### src/rtl/icache_refill_pkg.sv
`default_nettype none
// ============================================================================
//  Module   : icache_refill_pkg
//  Brief    : Shared types and helpers for the instruction-cache refill
//             controller (slot states, refill type encoding, beat count).
//  Revision : 1.0 - initial release
// ============================================================================
package icache_refill_pkg;

   // Lifecycle of one outstanding-refill slot
   typedef enum logic [1:0] {
      FREE      = 2'd0,
      REQ       = 2'd1,
      WAIT_DATA = 2'd2,
      DONE      = 2'd3
   } slot_state_e;

   // Encoding of refill_type_o
   typedef enum logic {
      LINE   = 1'b0,
      SINGLE = 1'b1
   } refill_type_e;

   // Number of read beats needed to fill one cache line
   function automatic int unsigned refill_beats(input int unsigned line_width,
                                                input int unsigned data_width);
      return line_width / data_width;
   endfunction

endpackage
`default_nettype wire

### src/rtl/icache_refill_slot.sv
`default_nettype none
// ============================================================================
//  Module   : icache_refill_slot
//  Brief    : One outstanding refill: state, beat counter, captured address
//             and the line buffer being assembled from read beats.
//  Revision : 1.0 - initial release
// ============================================================================
module icache_refill_slot
   import icache_refill_pkg::*;
#(
   parameter int unsigned FETCH_ADDR_WIDTH = 56,
   parameter int unsigned AXI_DATA_WIDTH   = 64,
   parameter int unsigned LINE_WIDTH       = 128
) (
   input  logic                        clk_i,
   input  logic                        rst_i,
   input  logic                        alloc_i,
   input  logic [FETCH_ADDR_WIDTH-1:0] alloc_addr_i,
   input  logic                        alloc_bypass_i,
   input  logic                        req_gnt_i,
   input  logic                        beat_i,
   input  logic                        beat_last_i,
   input  logic [AXI_DATA_WIDTH-1:0]   beat_data_i,
   input  logic                        flush_i,
   input  logic                        release_i,
   output slot_state_e                 state_o,
   output logic [FETCH_ADDR_WIDTH-1:0] addr_o,
   output logic                        bypass_o,
   output logic [LINE_WIDTH-1:0]       data_o,
   output logic                        beat_err_o
);

   localparam int unsigned BEATS          = refill_beats(LINE_WIDTH, AXI_DATA_WIDTH);
   localparam int unsigned BEAT_CNT_WIDTH = (BEATS > 1) ? $clog2(BEATS) : 1;
   localparam logic [BEAT_CNT_WIDTH-1:0] c_last_beat = BEAT_CNT_WIDTH'(BEATS - 1);

   slot_state_e                              r_state;
   slot_state_e                              w_state_nxt;
   logic [BEAT_CNT_WIDTH-1:0]                r_beat;
   logic [BEATS-1:0][AXI_DATA_WIDTH-1:0]     r_data;
   logic [FETCH_ADDR_WIDTH-1:0]              r_addr;
   logic                                     r_bypass;
   logic                                     w_exp_last;
   logic                                     w_mismatch;
   logic                                     w_accept;

   // State register
   always_ff @(posedge clk_i or posedge rst_i) begin
      if (rst_i) begin
         r_state <= FREE;
      end else begin
         r_state <= w_state_nxt;
      end
   end

   // Next-state: a beat that closes or breaks the burst both end in DONE
   always_comb begin
      w_state_nxt = r_state;
      case (r_state)
         FREE:      if (alloc_i) w_state_nxt = REQ;
         REQ: begin
            // A grant landing in the flush cycle still wins: data will arrive
            if (req_gnt_i)    w_state_nxt = WAIT_DATA;
            else if (flush_i) w_state_nxt = FREE;
         end
         WAIT_DATA: if (beat_i && (beat_last_i || w_exp_last)) w_state_nxt = DONE;
         DONE:      if (release_i) w_state_nxt = FREE;
         default:   w_state_nxt = FREE;
      endcase
   end

   // Outputs: beat acceptance and protocol-mismatch flag
   always_comb begin
      w_exp_last = r_bypass | (r_beat == c_last_beat);
      w_mismatch = (beat_last_i != w_exp_last);
      w_accept   = beat_i & ~w_mismatch;
      beat_err_o = beat_i & w_mismatch;
   end

   // Datapath: capture address on allocation, assemble the line beat by beat
   always_ff @(posedge clk_i or posedge rst_i) begin
      if (rst_i) begin
         r_beat   <= '0;
         r_data   <= '0;
         r_addr   <= '0;
         r_bypass <= 1'b0;
      end else if (alloc_i) begin
         r_beat   <= '0;
         r_data   <= '0;
         r_addr   <= alloc_addr_i;
         r_bypass <= alloc_bypass_i;
      end else if (w_accept) begin
         r_data[r_beat] <= beat_data_i;
         r_beat         <= r_beat + 1'b1;
      end
   end

   assign state_o  = r_state;
   assign addr_o   = r_addr;
   assign bypass_o = r_bypass;
   assign data_o   = r_data;

endmodule
`default_nettype wire

### src/rtl/icache_refill_ctrl.sv
`default_nettype none
// ============================================================================
//  Module   : icache_refill_ctrl
//  Brief    : Instruction-cache refill controller. Accepts misses into a
//             small pool of slots, issues refill requests oldest-first,
//             reassembles (possibly interleaved) read beats per ID and
//             delivers completed lines one per cycle.
//  Revision : 1.0 - initial release
// ============================================================================
module icache_refill_ctrl
   import icache_refill_pkg::*;
#(
   parameter int unsigned FETCH_ADDR_WIDTH = 56,
   parameter int unsigned AXI_DATA_WIDTH   = 64,
   parameter int unsigned LINE_WIDTH       = 128,
   parameter int unsigned ID_WIDTH         = 4,
   parameter int unsigned NUM_SLOTS        = 2
) (
   input  logic                        clk_i,
   input  logic                        rst_i,
   input  logic                        miss_req_i,
   input  logic [FETCH_ADDR_WIDTH-1:0] miss_addr_i,
   input  logic                        miss_bypass_i,
   output logic                        miss_gnt_o,
   output logic                        refill_req_o,
   output logic                        refill_type_o,
   output logic [FETCH_ADDR_WIDTH-1:0] refill_addr_o,
   output logic [ID_WIDTH-1:0]         refill_ID_o,
   input  logic                        refill_gnt_i,
   input  logic                        refill_r_valid_i,
   input  logic                        refill_r_last_i,
   input  logic [AXI_DATA_WIDTH-1:0]   refill_r_rdata_i,
   input  logic [ID_WIDTH-1:0]         refill_r_ID_i,
   output logic                        line_valid_o,
   output logic [FETCH_ADDR_WIDTH-1:0] line_addr_o,
   output logic [LINE_WIDTH-1:0]       line_data_o,
   output logic                        line_bypass_o,
   input  logic                        flush_i,
   output logic                        flushed_o,
   output logic                        err_o
);

   localparam int unsigned IDX_WIDTH = (NUM_SLOTS > 1) ? $clog2(NUM_SLOTS) : 1;
   localparam int unsigned CNT_WIDTH = $clog2(NUM_SLOTS + 1);
   localparam logic [FETCH_ADDR_WIDTH-1:0] c_line_mask =
      ~FETCH_ADDR_WIDTH'(LINE_WIDTH / 8 - 1);
   localparam logic [FETCH_ADDR_WIDTH-1:0] c_beat_mask =
      ~FETCH_ADDR_WIDTH'(AXI_DATA_WIDTH / 8 - 1);

   // Per-slot views
   slot_state_e                 w_state     [NUM_SLOTS];
   logic [FETCH_ADDR_WIDTH-1:0] w_slot_addr [NUM_SLOTS];
   logic [LINE_WIDTH-1:0]       w_slot_data [NUM_SLOTS];
   logic [NUM_SLOTS-1:0]        w_slot_bypass;
   logic [NUM_SLOTS-1:0]        w_alloc;
   logic [NUM_SLOTS-1:0]        w_req_gnt;
   logic [NUM_SLOTS-1:0]        w_beat_hit;
   logic [NUM_SLOTS-1:0]        w_beat_err;
   logic [NUM_SLOTS-1:0]        w_release;

   // Slot scan results
   logic                        w_free_any;
   logic                        w_all_free;
   logic                        w_done_any;
   logic [IDX_WIDTH-1:0]        w_alloc_idx;
   logic [IDX_WIDTH-1:0]        w_done_idx;
   logic [FETCH_ADDR_WIDTH-1:0] w_miss_addr_aligned;
   logic                        w_line_valid;

   // Allocation-order queue of slots waiting in REQ; entry 0 is presented
   logic [NUM_SLOTS-1:0][IDX_WIDTH-1:0] r_order;
   logic [NUM_SLOTS-1:0][IDX_WIDTH-1:0] w_order_nxt;
   logic [CNT_WIDTH-1:0]                r_cnt;
   logic [CNT_WIDTH-1:0]                w_cnt_mid;
   logic [CNT_WIDTH-1:0]                w_cnt_nxt;
   logic                                w_pop;
   logic                                w_head_new;
   logic [IDX_WIDTH-1:0]                w_head_nxt;
   logic                                w_head_bypass;

   // Registered refill request and error flag
   logic                        r_refill_req;
   refill_type_e                r_refill_type;
   logic [FETCH_ADDR_WIDTH-1:0] r_refill_addr;
   logic [ID_WIDTH-1:0]         r_refill_id;
   logic                        r_err;

   assign miss_gnt_o          = miss_req_i & w_free_any & ~flush_i & ~rst_i;
   assign w_miss_addr_aligned = miss_addr_i & (miss_bypass_i ? c_beat_mask : c_line_mask);

   // Find lowest FREE slot (allocation target) and lowest DONE slot (delivery)
   always_comb begin
      w_free_any  = 1'b0;
      w_all_free  = 1'b1;
      w_done_any  = 1'b0;
      w_alloc_idx = '0;
      w_done_idx  = '0;
      for (int i = NUM_SLOTS - 1; i >= 0; i--) begin
         if (w_state[i] == FREE) begin
            w_free_any  = 1'b1;
            w_alloc_idx = IDX_WIDTH'(i);
         end else begin
            w_all_free  = 1'b0;
         end
         if (w_state[i] == DONE) begin
            w_done_any = 1'b1;
            w_done_idx = IDX_WIDTH'(i);
         end
      end
   end

   for (genvar i = 0; i < NUM_SLOTS; i++) begin : g_slot
      assign w_alloc[i]    = miss_gnt_o & (w_alloc_idx == IDX_WIDTH'(i));
      assign w_req_gnt[i]  = r_refill_req & refill_gnt_i & (r_refill_id == ID_WIDTH'(i));
      assign w_beat_hit[i] = refill_r_valid_i & (refill_r_ID_i == ID_WIDTH'(i))
                             & (w_state[i] == WAIT_DATA);
      // DONE slots are drained one per cycle, or all at once under flush
      assign w_release[i]  = (w_state[i] == DONE)
                             & (flush_i | (w_done_idx == IDX_WIDTH'(i)));

      icache_refill_slot #(
         .FETCH_ADDR_WIDTH (FETCH_ADDR_WIDTH),
         .AXI_DATA_WIDTH   (AXI_DATA_WIDTH),
         .LINE_WIDTH       (LINE_WIDTH)
      ) u_slot (
         .clk_i          (clk_i),
         .rst_i          (rst_i),
         .alloc_i        (w_alloc[i]),
         .alloc_addr_i   (w_miss_addr_aligned),
         .alloc_bypass_i (miss_bypass_i),
         .req_gnt_i      (w_req_gnt[i]),
         .beat_i         (w_beat_hit[i]),
         .beat_last_i    (refill_r_last_i),
         .beat_data_i    (refill_r_rdata_i),
         .flush_i        (flush_i),
         .release_i      (w_release[i]),
         .state_o        (w_state[i]),
         .addr_o         (w_slot_addr[i]),
         .bypass_o       (w_slot_bypass[i]),
         .data_o         (w_slot_data[i]),
         .beat_err_o     (w_beat_err[i])
      );
   end

   // Next contents of the REQ queue: pop on grant, drop all on flush, push on miss grant
   always_comb begin
      w_pop       = r_refill_req & refill_gnt_i;
      w_order_nxt = r_order;
      w_cnt_mid   = r_cnt;
      if (w_pop) begin
         for (int i = 0; i < NUM_SLOTS - 1; i++) begin
            w_order_nxt[i] = r_order[i+1];
         end
         w_cnt_mid = r_cnt - 1'b1;
      end
      if (flush_i) begin
         w_cnt_mid = '0;
      end
      w_cnt_nxt  = w_cnt_mid;
      // A miss landing in an empty queue becomes the head before its slot
      // has captured the address, so take address/type straight from the miss
      w_head_new = miss_gnt_o & (w_cnt_mid == '0);
      if (miss_gnt_o) begin
         for (int i = 0; i < NUM_SLOTS; i++) begin
            if (w_cnt_mid == CNT_WIDTH'(i)) begin
               w_order_nxt[i] = w_alloc_idx;
            end
         end
         w_cnt_nxt = w_cnt_mid + 1'b1;
      end
      w_head_nxt    = w_order_nxt[0];
      w_head_bypass = w_head_new ? miss_bypass_i : w_slot_bypass[w_head_nxt];
   end

   // Queue and registered refill request; stable until accepted
   always_ff @(posedge clk_i or posedge rst_i) begin
      if (rst_i) begin
         r_order       <= '0;
         r_cnt         <= '0;
         r_refill_req  <= 1'b0;
         r_refill_type <= LINE;
         r_refill_addr <= '0;
         r_refill_id   <= '0;
      end else begin
         r_order       <= w_order_nxt;
         r_cnt         <= w_cnt_nxt;
         r_refill_req  <= (w_cnt_nxt != '0);
         r_refill_type <= w_head_bypass ? SINGLE : LINE;
         r_refill_addr <= w_head_new ? w_miss_addr_aligned : w_slot_addr[w_head_nxt];
         r_refill_id   <= ID_WIDTH'(w_head_nxt);
      end
   end

   // Sticky error: orphan beats or beats whose last flag disagrees with the count
   always_ff @(posedge clk_i or posedge rst_i) begin
      if (rst_i) begin
         r_err <= 1'b0;
      end else if ((refill_r_valid_i && (w_beat_hit == '0)) || (w_beat_err != '0)) begin
         r_err <= 1'b1;
      end
   end

   // Delivery port: lowest DONE slot, suppressed under flush, zero when idle
   always_comb begin
      w_line_valid  = w_done_any & ~flush_i;
      line_addr_o   = '0;
      line_data_o   = '0;
      line_bypass_o = 1'b0;
      if (w_line_valid) begin
         line_addr_o   = w_slot_addr[w_done_idx];
         line_data_o   = w_slot_data[w_done_idx];
         line_bypass_o = w_slot_bypass[w_done_idx];
      end
   end

   assign line_valid_o  = w_line_valid;
   assign refill_req_o  = r_refill_req;
   assign refill_type_o = r_refill_type;
   assign refill_addr_o = r_refill_addr;
   assign refill_ID_o   = r_refill_id;
   assign flushed_o     = w_all_free;
   assign err_o         = r_err;

endmodule
`default_nettype wire

### config.mk
export PLATFORM = sky130hd
export DESIGN_NAME = icache_refill_ctrl
export DESIGN_NICKNAME = d
export VERILOG_FILES = /design/src/rtl/icache_refill_pkg.sv /design/src/rtl/icache_refill_slot.sv /design/src/rtl/icache_refill_ctrl.sv
export SDC_FILE = /design/constraint.sdc
export NUM_CORES = 1
export LEC_CHECK = 0
export BUFFER_PORTS_ARGS = -buffer_cell sky130_fd_sc_hd__buf_2
export CORE_ASPECT_RATIO = 1.25
export CORE_MARGIN = 2
export CORE_UTILIZATION = 50
export CTS_BUF_LIST = sky130_fd_sc_hd__clkbuf_16
export DETAILED_ROUTE_END_ITERATION = 12
export HOLD_SLACK_MARGIN = 0.03
export PLACE_DENSITY = 0.7
export REMOVE_ABC_BUFFERS = 1
export SYNTH_ARGS = -nofsm -noshare
export SYNTH_HDL_FRONTEND = slang
export SYNTH_HIERARCHICAL = 1
export SYNTH_SLANG_ARGS = --single-unit
### constraint.sdc
create_clock -name clk_i -period 8.31 [get_ports clk_i]
set_input_delay 1.662 -clock clk_i [delete_from_list [all_inputs] [get_ports clk_i]]
set_output_delay 1.662 -clock clk_i [all_outputs]
set_load 0.05 [all_outputs]
==> flow_metrics.tcl <==
set metrics [dict create \
    io_buffers 376 \
    layout-drive-gt1-share 0.279 \
    setup_viol 0 \
    place.gp.congestion 0.791 \
    syn_area_per_cell_um2 10.9 \
    drv_slew 0 \
    p_per_area_nw_per_um2 329 \
    place_hpwl_um 34800 \
    ys_warn_count 6 \
    first_pass_iters 5 \
    die_h_um 232 \
    netlist_area_um2 20800 \
    synth.largest_area_cell "dfrtp_1" \
    finalHoldViolCount 0 \
    mostFrequentLayoutCells "dfrtp_1 (439), buf_2 (376), a22o_1 (256), o21ai_0 (190), a21oi_1 (188)" \
    vias_per_cell 6.51 \
    critPathLaunchType "flop" \
    pre_cts_ws_ns 3.14 \
    reg2reg_slack_ns 5.34 \
    p_seq_frac 0.391 \
    finalPower_mw 7.87 \
    core_um2 41000 \
    grt_usage 0.305 \
    die-area_um2 43200 \
    rr_worst_depth 9 \
    vias 17800 \
    crit_fanout 153 \
    synth.area.top_cells "dfrtp_1 (53%), a22o_1 (11%), mux2_2 (6.2%), o21ai_0 (4.6%), a21oi_1 (4.5%)" \
    p_sw_mw 3.25 \
    path_class "flop to primary output" \
    finalCritPeriodShare 0.660 \
    insertion_delay_ns 0.56 \
    tightest_slew_ns 1.11 \
    clkSlewWorstSetupHoldPaths_ns 0.06 \
    setup_slack_ns 2.82 \
    antenna_found_initial 20 \
    swShare 0.413 \
    cp.arrival_ns 3.83 \
    area_growth_pct 15.0 \
    cts_made_buffers 45 \
    clockBufferDepth 3 \
    hp-class "flop to flop" \
    max_freq_mhz 182 \
    fin_worst_hold_slack_ns 0.493 \
    combPwrFrac 0.376 \
    clock_skew_ns 0.0154 \
    fin_nets 2279 \
    drtIter0Drc 1676 \
    internal_power_mw 4.62 \
    yosysSeqAreaShare 0.529 \
    rows 83 \
    status "completed" \
    async_flop_share 1.00 \
    start_util 0.506 \
    cts_root_buffer "clkbuf_16" \
    cts_max_level 2 \
    p_clk_frac 0.234 \
    synth_top_area_frac 0.529 \
    io_pins 383 \
    crit_path_end "line_data_o[43]" \
    cts_setup_buffers 0 \
    die-width_um 186 \
    drv_cap 0 \
    wl_per_cell_um 24.4 \
    ys.flop_type "dfrtp_1" \
    netlist-cell-type-count 51 \
    r2r-end "refill_addr_o[25]$_DFF_PP0_" \
    grt_pass1_wl_um 104000 \
    grt_pass1_vias 18200 \
    layout_commonest_cell "dfrtp_1" \
    drc 0 \
    rsz0062_at_grt "false" \
    ctsHoldBuffers 0 \
    synth-seq-cells 439 \
    max_slew_margin 0.261 \
    grt_max_degree 154 \
    r2r-start "refill_req_o$_DFF_PP0_" \
    synth-edff-count 0 \
    endpoint_kind "primary output" \
    peakVddDrop_v 0.000262 \
    p_leak_nw 10.8 \
    required_ns 6.65 \
    wl_um 66800 \
    cts_tree "built" \
    synthCells 1901 \
    ant_nets 0 \
    period_needed_ns 5.49 \
    clkSinkCount 439 \
    cts_resized 0 \
    gr-total-overflow 0 \
]
-- cells in the mapped netlist, types with 53 or more instances --
| cell | count |
|---|---|
| a21oi_1 | 188 |
| a22o_1 | 256 |
| buf_2 | 69 |
| clkbuf_1 | 78 |
| dfrtp_1 | 439 |
| mux2_2 | 114 |
| nand3_1 | 185 |
| nor3b_1 | 56 |
| o21a_1 | 53 |
| o21ai_0 | 190 |
| o31a_1 | 53 |
| or3_1 | 53 |
-- metrics by stage --
step           setup TNS [ns]  instances  utilization  cell area (um^2)
2_1_floorplan         -821.64       1693            -             19600
3_3_place_gp                0       2648        0.550             22600
3_5_place_dp                0       2648        0.550             22600
4_1_cts                     0       2727        0.581             23800
5_1_grt                     0       2737        0.582             23900
6_report                    0       2740        0.582             23900
-- worst max-delay path, stage by stage (launching register included) --
cell and delay, ns:
dfrtp_1 0.61, nand2_4 0.64, a21o_4 0.61, buf_12 0.27, a21oi_1 0.47, buf_2 0.33
-- cell families after synthesis --
family	synth area share
compound gates	0.251
flops	0.529
simple gates	0.0964
buf+inv	0.0575
mux	0.0623
fa+ha+maj	0.00241
xor+xnor	0.00127
other cells	0.000181
-- sequential cells by signal (all words and copies together), names as in the netlist, named ones only --
signal / flops
refill_req_o: 1
g_slot.u_slot/addr_o: 112
r_cnt: 2
refill_addr_o: 56
r_order: 2
g_slot.u_slot/bypass_o: 2
g_slot.u_slot/r_beat: 2
refill_type_o: 1
g_slot.u_slot/state_o: 2
err_o: 1
g_slot.u_slot/data_o: 256
-- area by class of cell --
type / instances / area (um^2)
fillers: 3523 / 17100
inverters: 13 / 68.8
clock buffers: 45 / 1130
clock inverters: 34 / 166
repair buffers: 403 / 2110
multi-input cells: 1241 / 8700
flip-flops and latches: 439 / 11000
well taps: 552 / 691
diodes: 13 / 32.5
-- how the worst min path moves through the flow --
stage	startpoint	endpoint	slack, ns	depth (start not counted)
after floorplan	g_slot[0].u_slot/data_o[0]$_DFFE_PP0P_	g_slot[0].u_slot/data_o[0]$_DFFE_PP0P_	0.46	1
after global placement	g_slot[0].u_slot/data_o[10]$_DFFE_PP0P_	g_slot[0].u_slot/data_o[10]$_DFFE_PP0P_	0.48	1
after detailed placement	g_slot[0].u_slot/data_o[38]$_DFFE_PP0P_	g_slot[0].u_slot/data_o[38]$_DFFE_PP0P_	0.48	1
after CTS	g_slot[0].u_slot/data_o[15]$_DFFE_PP0P_	g_slot[0].u_slot/data_o[15]$_DFFE_PP0P_	0.50	1
after global routing	g_slot[0].u_slot/data_o[38]$_DFFE_PP0P_	g_slot[0].u_slot/data_o[38]$_DFFE_PP0P_	0.50	1
final	g_slot[0].u_slot/data_o[6]$_DFFE_PP0P_	g_slot[0].u_slot/data_o[6]$_DFFE_PP0P_	0.49	1
-- power groups by stage --
stage	Combinational (mW)	Sequential, mW	Clock [mW]
6_report	2.96	3.07	1.84
5_1_grt	3.14	3.13	1.96
4_1_cts	2.94	3.06	1.87
3_5_place_dp	2.94	3.09	0
3_3_place_gp	2.89	3.05	0
2_1_floorplan	1.62	3.49	0
-- routing by layer --
layer  GRT usage  share of wire  wire length, um  vias up
met5           0         0.0014               92        -
met4       0.100          0.023             1550       14
met3      0.0914           0.11             7370      125
met2       0.489           0.47            31700      958
met1       0.397           0.39            26100     9135
li1            -              -                -     7596
No activity file was read; power rests on OpenSTA's default activity.
